## src/rtl/manchester_pkg.sv

```systemverilog
// manchester_pkg: line-coding constants and FSM states shared by the Manchester encoder and decoder
package manchester_pkg;
  typedef enum logic [1:0] {IDLE, PREAMBLE, DATA, GAP} state_t;
  localparam logic MANCH_ONE_FIRST_HALF = 1'b0;
  localparam logic MANCH_IDLE_LEVEL = 1'b0;
  function automatic int max3(input int a, input int b, input int c);
    int m;
    m = a > b ? a : b;
    return m > c ? m : c;
  endfunction
endpackage

```

## src/rtl/manchester_encoder_if.sv

```systemverilog
// manchester_encoder_if: AXI-Stream word handshake into the encoder
interface manchester_encoder_if #(parameter int FRAME_SIZE = 8);
  logic [FRAME_SIZE-1:0] tdata;
  logic tvalid;
  logic tready;
  modport master (output tdata, output tvalid, input tready);
  modport slave (input tdata, input tvalid, output tready);
endinterface

```

## src/rtl/manchester_half_bit_timer.sv

```systemverilog
// manchester_half_bit_timer: paces half-bits, strobing on the last cycle of each half and tracking which half is active
module manchester_half_bit_timer #(
  parameter int HALF_BIT_CYCLES = 2
) (
  input  logic aclk,
  input  logic reset,
  input  logic enable,
  output logic half_tick,
  output logic second_half
);
  localparam int TW = $clog2(HALF_BIT_CYCLES) + 1;
  logic [TW-1:0] cnt;
  assign half_tick = enable && cnt == TW'(HALF_BIT_CYCLES - 1);
  always_ff @(posedge aclk) begin
    if (reset || !enable) begin
      cnt <= '0;
      second_half <= 1'b0;
    end else begin
      cnt <= half_tick ? '0 : cnt + TW'(1);
      second_half <= second_half ^ half_tick;
    end
  end
endmodule

```

## src/rtl/manchester_encoder.sv

```systemverilog
// manchester_encoder: serialises AXI-Stream words as preamble + MSB-first data + idle gap, Manchester coded
module manchester_encoder
  import manchester_pkg::*;
#(
  parameter int FRAME_SIZE = 8,
  parameter int HALF_BIT_CYCLES = 2,
  parameter int PREAMBLE_BITS = 4,
  parameter int GAP_BITS = 2
) (
  input  logic aclk,
  input  logic reset,
  manchester_encoder_if.slave s_axis,
  output logic serial_out,
  output logic busy
);
  localparam int BW = $clog2(max3(PREAMBLE_BITS, FRAME_SIZE, GAP_BITS)) + 1;
  state_t state, state_nx;
  logic [BW-1:0] bit_cnt, bit_cnt_nx;
  logic [FRAME_SIZE-1:0] shreg, shreg_nx;
  logic half_tick, second_half, bit_end, last_bit, accept, line_bit, line_level;

  manchester_half_bit_timer #(.HALF_BIT_CYCLES(HALF_BIT_CYCLES)) timer (
    .aclk(aclk),
    .reset(reset),
    .enable(state != IDLE),
    .half_tick(half_tick),
    .second_half(second_half)
  );

  assign bit_end = half_tick && second_half;
  assign last_bit = bit_cnt == BW'(state == PREAMBLE ? PREAMBLE_BITS - 1 :
                                   state == DATA ? FRAME_SIZE - 1 : GAP_BITS - 1);
  // The last gap cycle doubles as an accept slot so held tvalid streams with no idle cycle
  assign s_axis.tready = !reset && (state == IDLE || (state == GAP && bit_end && last_bit));
  assign accept = s_axis.tvalid && s_axis.tready;
  assign line_bit = state == PREAMBLE ? ~bit_cnt[0] : shreg[FRAME_SIZE-1];
  assign line_level = (state == PREAMBLE || state == DATA)
                    ? (line_bit ? MANCH_ONE_FIRST_HALF : ~MANCH_ONE_FIRST_HALF) ^ second_half
                    : MANCH_IDLE_LEVEL;

  always_comb begin
    state_nx = state;
    bit_cnt_nx = bit_cnt;
    shreg_nx = shreg;
    if (accept) begin
      state_nx = PREAMBLE;
      bit_cnt_nx = '0;
      shreg_nx = s_axis.tdata;
    end else if (bit_end) begin
      bit_cnt_nx = last_bit ? '0 : bit_cnt + BW'(1);
      shreg_nx = state == DATA ? shreg << 1 : shreg;
      state_nx = !last_bit ? state : state == PREAMBLE ? DATA : state == DATA ? GAP : IDLE;
    end
  end

  always_ff @(posedge aclk) begin
    if (reset) begin
      state <= IDLE;
      bit_cnt <= '0;
      shreg <= '0;
      serial_out <= MANCH_IDLE_LEVEL;
      busy <= 1'b0;
    end else begin
      state <= state_nx;
      bit_cnt <= bit_cnt_nx;
      shreg <= shreg_nx;
      serial_out <= line_level;
      busy <= state != IDLE;
    end
  end
endmodule

```

## src/flat_wrapper.sv

```systemverilog
// flat-port wrapper written by rule: the top's interface ports become plain ports
module manchester_encoder_flat import manchester_pkg::*;
#(
  parameter int FRAME_SIZE = 8,
  parameter int HALF_BIT_CYCLES = 2,
  parameter int PREAMBLE_BITS = 4,
  parameter int GAP_BITS = 2
)
  (aclk, reset, serial_out, busy, s_axis_tdata, s_axis_tvalid, s_axis_tready);
  manchester_encoder_if #(.FRAME_SIZE(FRAME_SIZE)) s_axis_i ();
  input  logic aclk;
  input  logic reset;
  output logic serial_out;
  output logic busy;
  input wire logic [$bits(s_axis_i.tdata)-1:0] s_axis_tdata;
  input wire logic [$bits(s_axis_i.tvalid)-1:0] s_axis_tvalid;
  output wire logic [$bits(s_axis_i.tready)-1:0] s_axis_tready;
  assign s_axis_i.tdata = s_axis_tdata;
  assign s_axis_i.tvalid = s_axis_tvalid;
  assign s_axis_tready = s_axis_i.tready;
  manchester_encoder #(.FRAME_SIZE(FRAME_SIZE), .HALF_BIT_CYCLES(HALF_BIT_CYCLES), .PREAMBLE_BITS(PREAMBLE_BITS), .GAP_BITS(GAP_BITS)) u_core (.aclk(aclk), .reset(reset), .s_axis(s_axis_i), .serial_out(serial_out), .busy(busy));
endmodule
```

## config.mk

```make
export PLATFORM = sky130hd
export DESIGN_NAME = manchester_encoder_flat
export DESIGN_NICKNAME = d
export VERILOG_FILES = /design/src/rtl/manchester_pkg.sv /design/src/rtl/manchester_encoder_if.sv /design/src/rtl/manchester_half_bit_timer.sv /design/src/rtl/manchester_encoder.sv /design/src/flat_wrapper.sv
export SDC_FILE = /design/constraint.sdc
export NUM_CORES = 1
export LEC_CHECK = 0
export ABC_AREA = 1
export ABC_CLOCK_PERIOD_IN_PS = 5100
export CAP_MARGIN = 20
export CORE_AREA = 8 8 61 63
export CTS_BUF_LIST = sky130_fd_sc_hd__clkbuf_8
export CTS_CLUSTER_DIAMETER = 60
export CTS_CLUSTER_SIZE = 28
export DETAILED_ROUTE_END_ITERATION = 6
export DIE_AREA = 0 0 69 71
export DONT_BUFFER_PORTS = 1
export PLACE_DENSITY = 0.54
export SYNTH_ARGS = -nofsm -noshare
export SYNTH_HDL_FRONTEND = slang
export SYNTH_SLANG_ARGS = --single-unit
export TNS_END_PERCENT = 100
```

## constraint.sdc

```tcl
create_clock -name aclk -period 5.1 [get_ports aclk]
set_input_delay 1.02 -clock aclk [delete_from_list [all_inputs] [get_ports aclk]]
set_output_delay 1.02 -clock aclk [all_outputs]
set_load 0.005 [all_outputs]
```

* Word-level counts from Yosys, hierarchy flattened *
Cells that the tools add are included.

storage, ports and cells
  input port bits = 11
  memories kept = 0
  RAM bits = 0
  output and inout port bits = 3
  bits in latches = 0
  ROM bits = 0
  word-level logic and storage cells = 54
  register bits = 19

cells by class
  equal/unequal tests = 5
  divide/modulo/power cells = 0
  multiplexer cells = 13
  bitwise logic cells = 4
  multiply operators = 0
  shifts and indexed selects = 0
  add/subtract/negate cells = 2
  magnitude comparators = 0
  reductions and logical operators = 22

operators with widths
  cell                                                  number
  two-way mux 8 bit                                     3
  two-way mux 4 bit                                     2
  nonzero test 2 bit                                    4
  logical AND 1 bit                                     6
  AND reduction 2 bit                                   3
  OR reduction 2 bit                                    3
  two-way mux 1 bit                                     5
  adder 4 x 1 -> 4 bit (second input constant)          1
  equality test 2 x 1 -> 1 bit (second input constant)  2
  equality test 2 bit (second input constant)           2
  equality test 4 bit                                   1
  two-way mux 2 bit                                     2
  logical OR 1 bit                                      3
  two-way mux 3 bit                                     1
  adder 2 x 1 -> 2 bit (second input constant)          1
  logical NOT 1 bit                                     2
  logical NOT 2 bit                                     1
  inverter 1 bit                                        2
  XOR 1 bit                                             2

* Logic depth before layout (Yosys ltp) *
  depth in word-level cells = 10
  gate-level depth with buffers = 14
  gate-level depth less buffers = 13

* By module *
A second synthesis with hierarchy kept.

unflattened totals
  cells, all modules = 143
  area total of the unflattened synthesis = 1062.3 um^2

modules (own cells, without submodules)
  module                     area each (um^2)  times used  cells an instance
  manchester_encoder         945.9             1           128
  manchester_half_bit_timer  116.4             1           15

* Worst setup path before layout *
OpenSTA, ideal clock, no wires.

  path type = register to output
  start point = register u_core.state[0]
  end point = output port s_axis_tready
  path buffers = 1
  data arrival time = 1.431 ns
  slack = 2.649 ns
  stages on the path, launching flop included = 10
  cell sequence = dfxtp_1 inv_1 ha_1 nor2_1 ha_1 buf_2 nand2_1 inv_1 nand3_2 a21oi_1

between the ends
  word-level cells in the longest chain between the ends = 7
  elaborated cells on any way between the ends = 14

ends and longest elaborated chain
  what                                                              line                                                       text
  start, declared                                                   manchester_encoder.sv:17                                   state_t state, state_nx;
  start signal, assigned                                            manchester_encoder.sv:64                                   state <= state_nx;
  equality test 2 bit / nonzero test 2 bit (equally long branches)  manchester_encoder.sv:32, manchester_encoder.sv:25
  two-way mux 3 bit / logical AND 1 bit (equally long branches)     manchester_encoder.sv:32, manchester_half_bit_timer.sv:13
  two-way mux 4 bit / logical AND 1 bit (equally long branches)     manchester_encoder.sv:31, manchester_encoder.sv:30
  equality test 4 bit / logical AND 1 bit (equally long branches)   manchester_encoder.sv:31, manchester_encoder.sv:34
  logical AND 1 bit                                                 manchester_encoder.sv:34                                   assign s_axis.tready = !reset && (state == IDLE || (state == GAP && bit_end && last_bit));
  logical OR 1 bit (*)                                              manchester_encoder.sv:34
  logical AND 1 bit (*)                                             manchester_encoder.sv:34
  end, declared                                                     flat_wrapper.sv:17                                         output wire logic [$bits(s_axis_i.tready)-1:0] s_axis_tready;

Every way passes the cells marked *; elsewhere a longest branch is shown, timed or not.

* Final worst setup path *
Same ends and word-level chain as after synthesis.

==> flow_summary.ini <==
[clock_tree]
cts_setup_buffers = 0
htreeDepth = 1
tritoncts = yes
cts_sinks = 19
cts_resized = 0
cts_inserted_buffers = 3
cts_buffer_depth = 2
clkTransAtPathRegs_ns = 0.08
clockRootBuffer = clkbuf_8
clk_latency_ns = 0.26
hold_buffers = 0

[timing]
setup_tns_ns = 0
post-route-period-util_pct = 57.7
rsz0062_at_grt = no
fmax_mhz = 340
report.final.slew_viol_count = 0
setup_slack_ns = 2.16
setup_viol = 0
maxSlewHeadroom_pct = 70.6
tightestPinTransition_ns = 0.440
hold_viol_final = 0
finClkSkew_ns = 0.0123
period_minus_slack_ns = 2.94

[synthesis]
synth-seq-area-share_pct = 36.8
synth_fp_nets = 162
synthCells = 144
avgSynthCellArea_um2 = 7.17
synth_cell_type_count = 23
synth_area_mm2 = 0.00103
yosys_warnings = 0
ys_ff_latch = 19

[global_route]
grt_usage_pct = 9.06
grt_overflow = 0
grt_pass1_wl_um = 3800
grt_pass1_vias = 853
grt_start_max_net_pins = 19
grt_antenna_before_repair = 0

[cells_and_area]
antenna_cells = 0
fill_cells = 335
multiInputGateArea_um2 = 548
area_growth_pct = 5.94
final_nets = 162
seqCellArea_um2 = 380
layout-drive-gt1-share_pct = 7.69

[worst_setup_path]
worstPathMaxFanout = 8
crit_required_ns = 4.08
path_class = register to output pin
end_kind = output pin
worstPathArrival_ns = 1.92
cp-start-kind = register
slowest_stage = dfxtp_1
crit_chain = inv_1, ha_1, nor2_1, ha_1, nand2_1, inv_1, nand3_2, a21oi_1
slowest_delay_ns = 0.39

[floorplanning]
core-area_mm2 = 0.00285
rows = 20
design.die.area_mm2 = 0.00490
io_pins = 14
die_h_um = 71
start_util_pct = 36.2
fp.dieW_um = 69

[drt]
first_iter_violations = 29
first_pass_iters = 4
vias = 864
drc = 0
ant_nets = 0
drt_wl_total_um = 2200
vias_per_cell = 4.91
wire_per_inst_um = 12.5

[pwr]
power.total_mw = 0.300
peakVddDrop_v = 0.000119
cellPowerDensity_mw_per_mm2 = 274
p_leak_nw = 0.466

[run]
drv_cap = 0

[place]
dp_hpwl_um = 1660
gp_congestion = 0.777
place_ws_ns = 2.42
io_buffers = 0

[hold_path]
hold_path_class = register to register

[outcome]
status = completed
power by group:
| part | switching [mW] | total, mW | internal [mW] |
|---|---|---|---|
| sequential | 0.00416 | 0.160 | 0.156 |
| combinational | 0.0209 | 0.0327 | 0.0118 |
| clock | 0.0523 | 0.107 | 0.0550 |
| total | 0.0774 | 0.300 | 0.222 |
critical path: cells and delay by family (launching register included):
kind	cells	cell delay (ns)
fa+ha+maj	2	0.56
flops	1	0.39
buf+inv	2	0.15
compound gates	1	0.24
simple gates	3	0.31
final timing paths:
check | slack (ns) | cells after the start | start | end
max | 2.16 | 8 | u_core.state[0] | s_axis_tready
min reg2reg | 0.42 | 1 | u_core.timer.cnt[0] | u_core.timer.cnt[0]
max reg2reg | 2.97 | 12 | u_core.state[0] | u_core.shreg[6]
min | 0.42 | 1 | u_core.timer.cnt[0] | u_core.timer.cnt[0]
flip-flops by register name (all words and copies together) (netlist names):
| register | flops |
|---|---|
| u_core.state | 2 |
| u_core.timer.cnt | 2 |
| u_core.shreg | 8 |
| u_core.busy | 1 |
| u_core.timer.second_half | 1 |
| u_core.serial_out | 1 |
| u_core.bit_cnt | 4 |
per-layer routing:
layer  vias to the layer above  global-route usage (%)  routed length, µm
li1                        465                       -                  -
met3                         2                    3.22                 91
met2                        15                    15.6                972
met1                       382                    10.4               1120
met4                         0                    2.05                 14
met5                         -                       0                  0
kinds of logic (layout without fill, tap and decap cells):
family / after synthesis / count (layout) / share of synthesized area (%)
AOI/OAI and AO/OA: 22 / 22 / 11.9
adders and majority gates: 7 / 7 / 8.48
buffers and inverters: 25 / 24 / 10.1
DFF: 19 / 19 / 36.8
and+or+nand+nor: 71 / 71 / 32.7
cell usage after synthesis, drive strengths merged:
cell type | instances | share of area [%]
dfxtp | 19 | 37
nor2 | 10 | 3.9
o21ai | 5 | 2.8
inv | 20 | 7.3
nand3 | 12 | 7.5
ha | 7 | 8.5
clkbuf | 1 | 0.36
buf | 4 | 2.4
nor3 | 1 | 0.48
a21oi | 15 | 7.6
nand4 | 7 | 4.2
nor3b | 2 | 1.5
o211ai | 2 | 1.5
nand2 | 39 | 15
cell type report:
class | instances | share of cell area (%)
clock buffers | 3 | 3.78
multi-input cells | 100 | 50.1
well taps | 33 | 3.78
flip-flops and latches | 19 | 34.8
inverters | 20 | 6.86
clock inverters | 1 | 0.686
stage by stage:
| stage | cells | hold slack [ns] | util, % | instance area, µm² |
|---|---|---|---|---|
| 2_1_floorplan | 144 | 0.397 | - | 1030 |
| 3_3_place_gp | 172 | 0.405 | 36.6 | 1040 |
| 3_5_place_dp | 172 | 0.412 | 36.6 | 1040 |
| 4_1_cts | 176 | 0.424 | 38.3 | 1090 |
| 5_1_grt | 176 | 0.462 | 38.3 | 1090 |
| 6_report | 176 | 0.419 | 38.3 | 1090 |
cells in the final DEF (no fill, tap or decap):
master and instances:
o21ai_0 4, nor2_1 9, ha_1 7, dfxtp_1 19, o21ai_2 1, nand2_2 1
clkbuf_8 3, nand3_2 1, nand4_1 7, nand2_4 1, inv_1 20, a21oi_1 14
nand3_4 1, nand3_1 10, nor3b_1 2, clkinvlp_4 1, nor3_1 1, a21oi_2 1
nand2_1 37, nor2_2 1, o211ai_1 2
Power figures use the tool's default switching activity.
